**config.mk**
```make
export PLATFORM = sky130hd
export DESIGN_NAME = uart_tx_arbiter
export DESIGN_NICKNAME = d
export VERILOG_FILES = /design/src/rtl/uart_tx_arbiter.sv
export SDC_FILE = /design/constraint.sdc
export NUM_CORES = 1
export LEC_CHECK = 0
export BUFFER_PORTS_ARGS = -buffer_cell sky130_fd_sc_hd__clkbuf_2
export CAP_MARGIN = 10
export CORE_ASPECT_RATIO = 0.8
export CORE_UTILIZATION = 35
export DETAILED_ROUTE_END_ITERATION = 7
export PLACE_DENSITY = 0.73
export SYNTH_ARGS = -nofsm -noshare
export SYNTH_HDL_FRONTEND = slang
export SYNTH_SLANG_ARGS = --single-unit
```
**constraint.sdc**
```tcl
create_clock -name clk -period 1.9 [get_ports clk]
set_clock_uncertainty 0.2 [all_clocks]
set_input_delay 0.19 -clock clk [delete_from_list [all_inputs] [get_ports clk]]
set_output_delay 0.19 -clock clk [all_outputs]
set_load 0.02 [all_outputs]
```
**src/rtl/uart_tx_arbiter.sv**
```systemverilog
// uart_tx_arbiter: packet-locked round-robin sharing of one UART transmitter,
// with an optional source-ID header byte and a mid-packet stall watchdog.
module uart_tx_arbiter #(
  parameter int                NUM_REQ  = 4,
  parameter int                DATA_W   = 8,
  parameter bit                HDR_EN   = 1'b1,
  parameter logic [DATA_W-1:0] HDR_BASE = 'hA0,
  parameter int                TIMEOUT  = 1024
) (
  input  logic                      clk,
  input  logic                      rst,
  input  logic [NUM_REQ-1:0]        req_valid,
  input  logic [NUM_REQ*DATA_W-1:0] req_data,
  input  logic [NUM_REQ-1:0]        req_last,
  output logic [NUM_REQ-1:0]        req_ready,
  output logic                      tx_valid,
  output logic [DATA_W-1:0]         tx_data,
  input  logic                      tx_ready,
  output logic                      busy,
  output logic [2:0]                grant_id,
  output logic                      abort
);
  localparam int GW = $clog2(NUM_REQ);
  localparam int CW = TIMEOUT > 1 ? $clog2(TIMEOUT) : 1;
  typedef enum logic [1:0] {IDLE, HDR, DATA} state_t;
  state_t state_q, state_d;
  logic [GW-1:0] rr_ptr_q, rr_ptr_d, win, g;
  logic [2:0] grant_id_q, grant_id_d;
  logic [CW-1:0] stall_cnt_q, stall_cnt_d;
  logic found;
  assign g = grant_id_q[GW-1:0];
  assign busy = state_q != IDLE;
  assign grant_id = grant_id_q;
  always_comb begin
    found = 1'b0;
    win = '0;
    for (int k = 0; k < NUM_REQ; k++) begin
      if (!found && req_valid[GW'((int'(rr_ptr_q) + k) % NUM_REQ)]) begin
        found = 1'b1;
        win = GW'((int'(rr_ptr_q) + k) % NUM_REQ);
      end
    end
  end
  always_comb begin
    state_d = state_q;
    rr_ptr_d = rr_ptr_q;
    grant_id_d = grant_id_q;
    stall_cnt_d = stall_cnt_q;
    req_ready = '0;
    tx_valid = 1'b0;
    tx_data = '0;
    abort = 1'b0;
    case (state_q)
      IDLE: if (found) begin
        state_d = HDR_EN ? HDR : DATA;
        grant_id_d = 3'(win);
        rr_ptr_d = GW'((int'(win) + 1) % NUM_REQ);
        stall_cnt_d = '0;
      end
      HDR: begin
        tx_valid = 1'b1;
        tx_data = HDR_BASE | DATA_W'(grant_id_q);
        state_d = tx_ready ? DATA : HDR;
      end
      DATA: begin
        tx_valid = req_valid[g];
        tx_data = req_data[int'(g)*DATA_W +: DATA_W];
        req_ready[g] = tx_ready;
        if (req_valid[g] && tx_ready) begin
          stall_cnt_d = '0;
          state_d = req_last[g] ? IDLE : DATA;
        end else if (tx_ready && TIMEOUT != 0) begin
          // only requester-side stalls count; a busy transmitter is not the owner's fault
          abort = stall_cnt_q == CW'(TIMEOUT - 1);
          state_d = abort ? IDLE : DATA;
          stall_cnt_d = abort ? '0 : stall_cnt_q + CW'(1);
        end
      end
      default: state_d = IDLE;
    endcase
  end
  always_ff @(posedge clk or posedge rst) begin
    if (rst) begin
      state_q <= IDLE;
      rr_ptr_q <= '0;
      grant_id_q <= '0;
      stall_cnt_q <= '0;
    end else begin
      state_q <= state_d;
      rr_ptr_q <= rr_ptr_d;
      grant_id_q <= grant_id_d;
      stall_cnt_q <= stall_cnt_d;
    end
  end
endmodule

```
# [Yosys cells after proc, flatten, opt, wreduce, memory -nomap -nowiden]
# Index checks and enable logic that the tools add are counted.
[totals] regBits=16 in_bits=43 output_inout_bits=18 word_cells=80
[op_classes] n_addsub=5 order_cmp=6 eq_ne=5 shifts=1 muxes=44 n_bitwise=1 reduce_logical=14
[ops] cell="$mux 10" n=4
[ops] cell="$shiftx 32x6->8" n=1
[ops] cell="$mux 2" n=10
[ops] cell="$pmux 10 s2" n=1
[ops] cell="$mux 1" n=18
[ops] cell="$lt 2x4->1 const B" n=4
[ops] cell="$pmux 8 s2" n=1
[ops] cell="$bmux 1 s2" n=6
[ops] cell="$add 10x1->10 const B" n=1
[ops] cell="$eq 10x10->1 const B" n=1
[ops] cell="$pmux 2 s3" n=1
[ops] cell="$logic_and 1x1->1" n=5
[ops] cell="$add 2x1->2 const B" n=2
[ops] cell="$add 2x2->2 const B" n=2
[ops] cell="$and 4x4->4" n=1
[ops] cell="$mux 4" n=1
[ops] cell="$reduce_and 2->1" n=2
[ops] cell="$reduce_bool 2->1" n=2
[ops] cell="$logic_not 1->1" n=3
[ops] cell="$lt 2x3->1 const B" n=1
[ops] cell="$ne 3x3->1 const B" n=1
[ops] cell="$reduce_and 3->1" n=1
[ops] cell="$demux 1 s2" n=1
[ops] cell="$eq 2x1->1 const B" n=1
[ops] cell="other kinds (5)" n=5

# [Logic depth before layout (Yosys ltp)]
# Gate-level depths: netlist (run 1).
[depth] depth_word=15 depth_mapped=6 mapped_depth_nobuf=6

# [Least setup slack after synthesis (run 1)]
# No wires, ideal clock.
[synth_timing] path_type="register -> output" startpoint="register state_q[0]" endpoint="output abort" t_arrival_ps=1618 required_time_ps=1510 slack_ps=-108 path_stages_with_launch=6 n_path_buf=1 path_cell_list="dfrtp_1 inv_1 ha_1 clkbuf_1 nand2_1 nor3b_1"
[synth_between] elab_chain_cells=2
[synth_lines] item="start: declaration" line_no="26" source="state_t state_q, state_d;"
[synth_lines] item="start signal: assignment" line_no="89" source="state_q <= state_d;"
[synth_lines] item="$eq 2x2->1" line_no="53" source="case (state_q)"
[synth_lines] item="$mux 1" line_no="53"
[synth_lines] item="end: declaration" line_no="21" source="output logic abort"
# No other way between the ends.

# [Final worst setup path (run 1)]
[layout_timing] startpoint="register grant_id_q[0], in the netlist grant_id[0]" endpoint="output tx_data[1]"
[layout_between] elab_chain_cells=2
[layout_lines] item="start: declaration" line_no="28" source="logic [2:0] grant_id_q, grant_id_d;"
[layout_lines] item="start signal: assignment" line_no="91" source="grant_id_q <= grant_id_d;"
[layout_lines] item="$shiftx 32x6->8" line_no="67" source="tx_data = req_data[int'(g)*DATA_W +: DATA_W];"
[layout_lines] item="$pmux 8 s2" line_no="53"
[layout_lines] item="end: declaration" line_no="17" source="output logic [DATA_W-1:0] tx_data,"
# No other way between the ends.

==> results.cfg, run 1 <==
[run_status]
outcome = finished, violations left
violations = negative setup slack

[routing]
wire_per_inst_um = 14.9
detail-route-antenna-nets = 0
drc = 0
wl_mm = 4.62
routedLengthMet1_mm = 1.95
route.detailed.vias_per_inst = 5.41
highest-signal-layer = met4
route.met2.wl_mm = 2.28
drt_iter0_markers = 124
dr_wl_met3_um = 277
drtPass1Iterations = 4
routed-via-count = 1672

[clock_network]
clockRootBuffer = clkbuf_8
cts.clk_slew.worst_paths_ps = 60
clock-sinks = 16
clock_latency_ps = 250
htree_levels = 1
cts_buffers = 3
clock_path_buffers = 2
cts_tree = yes

[cells_and_area]
fillers = 360
drive_above_1_share = 0.563
area_delta_synth_final_pct = 54.1
utilization = 0.566
final_nets = 301
final_area_sq_um = 2400
diodes = 0

[critical_path]
critPathMaxFanout = 12
r2r_cells = 8
critPathKind = flop to output pin
r2r_setup_slack_ps = -70
r2r_start = state_q[0]
worstPathRequired_ps = 1510
cp.arrival_ps = 1670
regToRegEndpoint = stall_cnt_q[8]
start_kind = flop
endpoint_kind = output pin

[placed_design]
gp_congestion = 0.842
dpl_cell_area_sq_um = 2000
hpwl_mm = 3.12
io_buffers = 59

[global_route]
grt_use_total = 0.189
grt_pass1_wl_mm = 6.92
grt_max_degree = 17
first_global_vias = 1511
gr-total-overflow = 0
antenna_found_initial = 0

[die]
die_h_um = 61.6
coreArea_sq_um = 4230
initial_core_util = 0.368
std_cell_rows = 21
io_pins = 61
dieArea_sq_um = 4720
die_x_um = 76.5

[yosys]
yosys.area.top_type = dfrtp_1
postSynthCellCount = 166
yosys_warnings = 0
ys_top_cells_by_area = dfrtp_1, mux4_2, a21oi_1
syn_area_sq_um = 1560
synth_flop_cell = dfrtp_1
avgSynthCellArea_sq_um = 9.37
async_reset_ff_frac = 1.00
yosysSeqAreaShare = 0.257
synth_top_area_frac = 0.257
syn-num-nets = 214
synth-seq-cells = 16
ys_types = 48
synth-edff-count = 0

[timing]
hold_viol = 0
worst_slack_ps = -155
tightestPinTransition_ps = 642
grt_setup_unrepaired = true
max-slew-margin-rel = 0.572
period_minus_slack_ps = 2060
setup_viol = 13
drv_slew = 0
max_freq_mhz = 487
fin_crit_sh = 1.08

[pwr]
total_leakage_power_nw = 1.07
peakVddDrop_uv = 658
powerDensity_nw_per_um2 = 1270

[min_path]
hold_class = input pin to flop
whs_endpoint = rr_ptr_q[1]
hold_depth = 4
hold_start = req_valid[3]

[run]
max-cap-violations = 0
-- sequential cells by signal, indices dropped and copies added, names as in the netlist --
name	flops
state_q	2
grant_id	2
rr_ptr_q	2
stall_cnt_q	10
-- worst max-delay path, cell delays in order, from the launching register on --
cell and delay [ps]:
dfrtp_2 390, buf_12 150, mux4_2 520, a22oi_2 130, nor2b_1 70, buf_4 150
-- worst max path at each step --
stage	end	slack, ps	depth (start not counted)	from
after detailed placement	stall_cnt_q[0]	-70	4	grant_id[1]
after global placement	stall_cnt_q[0]	-30	4	grant_id[1]
final	tx_data[1]	-160	5	grant_id[0]
after global routing	tx_data[1]	-250	5	grant_id[0]
after floorplan	req_ready[0]	-60	5	state_q[0]
after CTS	tx_data[1]	-190	5	grant_id[0]
-- cell families (layout without fill, tap and decap cells) --
family | Yosys count | in the layout | share of synthesized area
simple gates | 63 | 63 | 0.229
other cells | 1 | 1 | 0.00241
flops | 16 | 16 | 0.257
fa+ha+maj | 5 | 5 | 0.0402
mux | 15 | 15 | 0.187
buf+inv | 19 | 105 | 0.0676
compound gates | 47 | 47 | 0.216
-- Yosys cell counts, drive strengths merged (2+ instances only) --
master,n
o21a,2
a22o,6
nor2b,8
nand2b,6
a22oi,2
dfrtp,16
mux2i,4
ha,5
o31ai,2
mux2,2
nor4,3
buf,8
mux4,9
o21ai,9
nand3,7
a21o,2
nor2,7
o22ai,2
o221ai,2
and3,6
inv,9
clkbuf,2
a21oi,14
nand2,13
nor3,8
-- layout by cell type (no fill, tap or decap), types with 2 or more instances in the layout --
cell	count
dfrtp_1	12
buf_4	27
o21ai_2	3
o31ai_4	2
o21ai_0	3
nor2b_1	8
nor2_1	6
a21oi_2	4
nand3_1	7
a22oi_2	2
inv_1	8
mux2i_4	3
clkbuf_2	51
clkbuf_8	3
nand2_1	12
dfrtp_2	4
nor4_1	2
mux4_2	9
a22o_1	6
nor3_1	4
buf_2	2
o21ai_1	3
a21oi_1	10
nand2b_1	5
o21a_1	2
ha_2	2
buf_12	2
buf_6	8
nor3_2	3
ha_4	2
and3_1	6
-- repair_timing --
item,in CTS,in global routing
resized for setup,13,42
pin swaps,3,14
hold buffers,1,0
hold endpoints to repair,16,0
setup buffers,3,10
gates cloned,0,1
endpoints found under the setup margin,23,24
-- cell type report --
type                       count  area, sq um  share of cell area
multi-input combinational    131         1210               0.504
timing repair buffer          92          633               0.264
sequential                    16          405               0.169
tap                           57         71.3              0.0298
clock buffer                   4         45.0              0.0188
inverter                       9         33.8              0.0141
-- where the power goes --
part           total (mW)  leakage [nW]  switching, mW  internal (mW)
clock               0.270        0.0228          0.121          0.149
sequential          0.546         0.207          0.125          0.421
combinational        2.24         0.837           1.07           1.17
total                3.05          1.07           1.31           1.74
-- stage by stage --
stage	setup WS (ps)	power, mW	hold slack [ps]	setup TNS (ps)	std cells
finish	-155	3.05	204	-1170	309
global route	-251	3.26	257	-2270	309
CTS	-187	2.57	209	-1230	298
detailed placement	-69.2	2.18	88.3	-116	290
global placement	-25.6	2.16	88.0	-25.6	290
floorplan	-58.2	1.72	-96.3	-116	166
-- routing by layer --
metal | GRT usage | up-vias
met4 | 0.0385 | 0
li1 | - | 794
met3 | 0.0459 | 14
met5 | 0 | -
met1 | 0.237 | 792
met2 | 0.340 | 72
Note: power is estimated with default switching activity, not from simulation.
==> run 2: changes to the inputs <==
SKIP_CTS_REPAIR_TIMING = 1   (was unset)
==> run 2 against run 1 <==
  * The run still ends with negative setup slack left
  * Count of clock-buffer cells in the layout stayed put
  * Critical path depth stayed put
  * Via count is 6.5% lower
  * Routed wire length is 12% lower
  * Utilization is 5.2 points lower
  * Sequential power is 1% lower
  * Die area stayed put
  * Power is 13% lower
  * Cell count is 4.2% lower
  * Largest cell class unchanged
==> results.cfg, run 2 (synthesis gave the netlist of run 1 again) <==
[timing]
max_freq_mhz = 484
setup_viol = 10
hold_viol = 0
max-slew-margin-rel = 0.586
worst_slack_ps = -164
tightestPinTransition_ps = 621
holdWs_ps = 205
fin_crit_sh = 1.09
drv_slew = 0
period_minus_slack_ps = 2060
grt_setup_unrepaired = true

[cells_and_area]
drive_above_1_share = 0.510
largest_reg_flops = 10
area_delta_synth_final_pct = 40.0
final_nets = 288
layout_common_cells = clkbuf_2, buf_4, dfrtp_1
instances_no_fill = 296
largest_register = stall_cnt_q
final_common_cell = clkbuf_2
diodes = 0

[routing]
drtPass1Iterations = 4
drc = 0
wl_mm = 4.05
drt_iter0_markers = 84
routed-via-count = 1564
wire_per_inst_um = 13.7
detail-route-antenna-nets = 0
route.detailed.vias_per_inst = 5.28

[critical_path]
r2r_start = grant_id[1]
regToRegEndpoint = stall_cnt_q[8]
start_kind = flop
critPathMaxFanout = 12
endpoint_kind = output pin
cp.arrival_ps = 1670
startpoint = grant_id[0]
endpoint = tx_data[0]
r2r_setup_slack_ps = 70
r2r_cells = 4
worstPathRequired_ps = 1510
critPathKind = flop to output pin

[placed_design]
hpwl_mm = 3.12
gp_congestion = 0.842
io_buffers = 59
post-place-cells = 290

[die]
coreArea_sq_um = 4230
die_x_um = 76.5
dieArea_sq_um = 4720
io_pins = 61
die_h_um = 61.6
std_cell_rows = 21
initial_core_util = 0.368

[global_route]
grt_use_total = 0.182
gr-total-overflow = 0
antenna_found_initial = 0
first_global_vias = 1469
grt_max_degree = 17
grt_pass1_wl_mm = 6.71

[clock_network]
htree_levels = 1
cts_tree = yes
clockRootBuffer = clkbuf_8
clock_path_buffers = 2
clock_latency_ps = 250
cts_buffers = 3
clock-sinks = 16
cts.clk_slew.worst_paths_ps = 60

[run]
max-cap-violations = 0

[pwr]
total_power_mw = 2.65
total_leakage_power_nw = 0.968
powerDensity_nw_per_um2 = 1220
peakVddDrop_uv = 639

[run_status]
outcome = finished, violations left
violations = negative setup slack

[min_path]
hold_depth = 4
hold_start = req_valid[3]
hold_class = input pin to flop
run 2: cell count changes in the layout (fill, tap and decap cells not counted), sizes merged:
cell and change:
buf -11, clkbuf -2
run 2: layer usage:
metal  share of wire  GRT usage  up-vias
met4           0.012     0.0412        0
met2            0.48      0.324       42
met3           0.045     0.0444        8
met5               0          0        -
li1                -          -      767
met1            0.46      0.228      747
run 2: worst min path at each step:
stage,endpoint,slack [ps]
2_1_floorplan,grant_id[1],-100
3_3_place_gp,rr_ptr_q[1],90
3_5_place_dp,rr_ptr_q[1],90
4_1_cts,rr_ptr_q[1],-180
5_1_grt,state_q[1],250
6_report,rr_ptr_q[1],200
run 2: worst max-delay path, cell delays in order, from the launching register on:
cell and delay (ps):
dfrtp_2 400, buf_12 150, mux4_2 510, a22oi_2 140, nor2b_1 60, clkbuf_2 150
run 2: stage by stage:
step | setup TNS (ps) | util | cell area (sq um) | setup slack (ps)
2_1_floorplan | -116 | - | 1560 | -58.2
3_3_place_gp | -25.6 | 0.474 | 2000 | -25.6
3_5_place_dp | -116 | 0.474 | 2000 | -69.2
4_1_cts | -2190 | 0.484 | 2050 | -206
5_1_grt | -1980 | 0.515 | 2180 | -260
6_report | -1150 | 0.515 | 2180 | -164
run 2: power by group:
part / total [mW] / internal, mW / switching (mW)
clock network: 0.269 / 0.149 / 0.121
logic: 1.84 / 0.886 / 0.953
registers: 0.538 / 0.420 / 0.118
total: 2.65 / 1.45 / 1.19
run 2: cell type report:
| type | count | area (sq um) |
|---|---|---|
| multi-input combinational | 131 | 1140 |
| inverter | 9 | 33.8 |
| timing repair buffer | 79 | 483 |
| sequential | 16 | 404 |
| clock buffer | 4 | 45.0 |
| tap | 57 | 71.3 |
| fill | 384 | 2050 |
==> run 3: changes to the inputs <==
==> constraint.sdc (replaced) <==
create_clock -name clk -period 1.9 [get_ports clk]
set_clock_uncertainty 0.2 [all_clocks]
set_input_delay 0.095 -clock clk [delete_from_list [all_inputs] [get_ports clk]]
set_output_delay 0.095 -clock clk [all_outputs]
set_load 0.02 [all_outputs]
==> run 3 against run 2 <==
  * The run still ends with negative setup slack left
  * Design area grew 5.2%
  * Power up 7.9%
  * Critical path depth did not move
  * Fmax is 4.3% higher
  * Sequential share of layout area fell by 0.97 points
  * Flip-flop and latch count unchanged
  * Largest cell class unchanged
  * Die area is the same
  * Combinational power up 11%
  * Routed wire length increased by 9.1%
==> results.cfg, run 3 (synthesis gave the netlist of run 1 again) <==
[run_status]
outcome = finished, violations left
violations = negative setup slack

[clock_network]
cts_tree = yes
clock_path_buffers = 2
htree_levels = 1
clockRootBuffer = clkbuf_8
cts_buffers = 3
clock_latency_ps = 250
cts.clk_slew.worst_paths_ps = 60
clock-sinks = 16

[critical_path]
endpoint_kind = output pin
cp.arrival_ps = 1680
start_kind = flop
worstPathRequired_ps = 1600
critPathMaxFanout = 7
critPathKind = flop to output pin

[die]
coreArea_sq_um = 4230
dieArea_sq_um = 4720
io_pins = 61
die_h_um = 61.6
die_x_um = 76.5
initial_core_util = 0.368
std_cell_rows = 21

[global_route]
grt_max_degree = 17
grt_use_total = 0.186
antenna_found_initial = 0
gr-total-overflow = 0
grt_pass1_wl_mm = 6.95
first_global_vias = 1493

[cells_and_area]
final_nets = 293
largest_reg_flops = 10
final_common_cell = clkbuf_2
layout_common_cells = clkbuf_2, buf_4, dfrtp_1
diodes = 0
drive_above_1_share = 0.527
area_delta_synth_final_pct = 47.2
largest_register = stall_cnt_q
fillers = 388

[timing]
grt_setup_unrepaired = true
setup_viol = 9
tns_ps = -368
max_freq_mhz = 505
period_minus_slack_ps = 1980
hold_viol = 0
max-slew-margin-rel = 0.567
worst_slack_ps = -79.3
drv_slew = 0
tightestPinTransition_ps = 649
fin_crit_sh = 1.04

[routing]
drt_iter0_markers = 105
route.detailed.vias_per_inst = 5.33
detail-route-antenna-nets = 0
drtPass1Iterations = 4
wl_mm = 4.41
routed-via-count = 1600
wire_per_inst_um = 14.7
drc = 0

[placed_design]
io_buffers = 59
gp_congestion = 0.859
place_ws_ps = 47.2
hpwl_mm = 3.29

[pwr]
powerDensity_nw_per_um2 = 1250
peakVddDrop_uv = 511
total_leakage_power_nw = 1.03

[min_path]
hold_class = input pin to flop

[run]
max-cap-violations = 0
-- run 3: layer usage --
| metal | part of all wire | track usage | vias up |
|---|---|---|---|
| met5 | 0 | 0 | - |
| met4 | 0.0093 | 0.0357 | 0 |
| met3 | 0.048 | 0.0430 | 6 |
| met2 | 0.51 | 0.338 | 49 |
| met1 | 0.43 | 0.232 | 768 |
| li1 | - | - | 777 |
-- run 3: cell type report --
type	instances	area, sq um	area share
tap	57	71.3	0.0311
sequential	16	403	0.176
timing repair buffer	84	583	0.255
clock buffer	3	41.3	0.0180
multi-input combinational	131	1160	0.505
inverter	9	33.8	0.0148
-- run 3: path summary, 6_finish.rpt --
kind	start	end	slack [ps]	cells after the start
worst max-delay path	grant_id[0]	tx_data[0]	-80	5
worst min-delay path	tx_ready	state_q[1]	80	3
worst max register to register	grant_id[0]	state_q[1]	50	5
worst min register to register	stall_cnt_q[9]	stall_cnt_q[9]	340	1
max in group asynchronous	rst	grant_id[1]	780	3
min in group asynchronous	rst	state_q[0]	260	3
-- run 3: power by group --
group / internal [mW] / total (mW) / switching (mW)
Combinational: 1.05 / 2.05 / 0.994
Sequential: 0.418 / 0.549 / 0.131
Clock: 0.141 / 0.262 / 0.121
Total: 1.61 / 2.86 / 1.25
-- run 3: per-stage QoR --
stage                     cell area [sq um]  instances  power [mW]  utilization  hold slack [ps]
after floorplan                        1560        166        1.71            -             -191
after global placement                 1990        287        2.18        0.471             6.97
after detailed placement               1990        287        2.22        0.471             8.86
after CTS                              2030        290        2.49        0.481             -262
after global routing                   2290        300        3.04        0.541              102
final                                  2290        300        2.86        0.541             81.9
-- run 3: critical path, cell delays in order (launching register included) --
cell     delay, ps
dfrtp_2        430
buf_12         150
mux4_2         500
a22oi_2        140
nor2b_1         60
buf_2          150
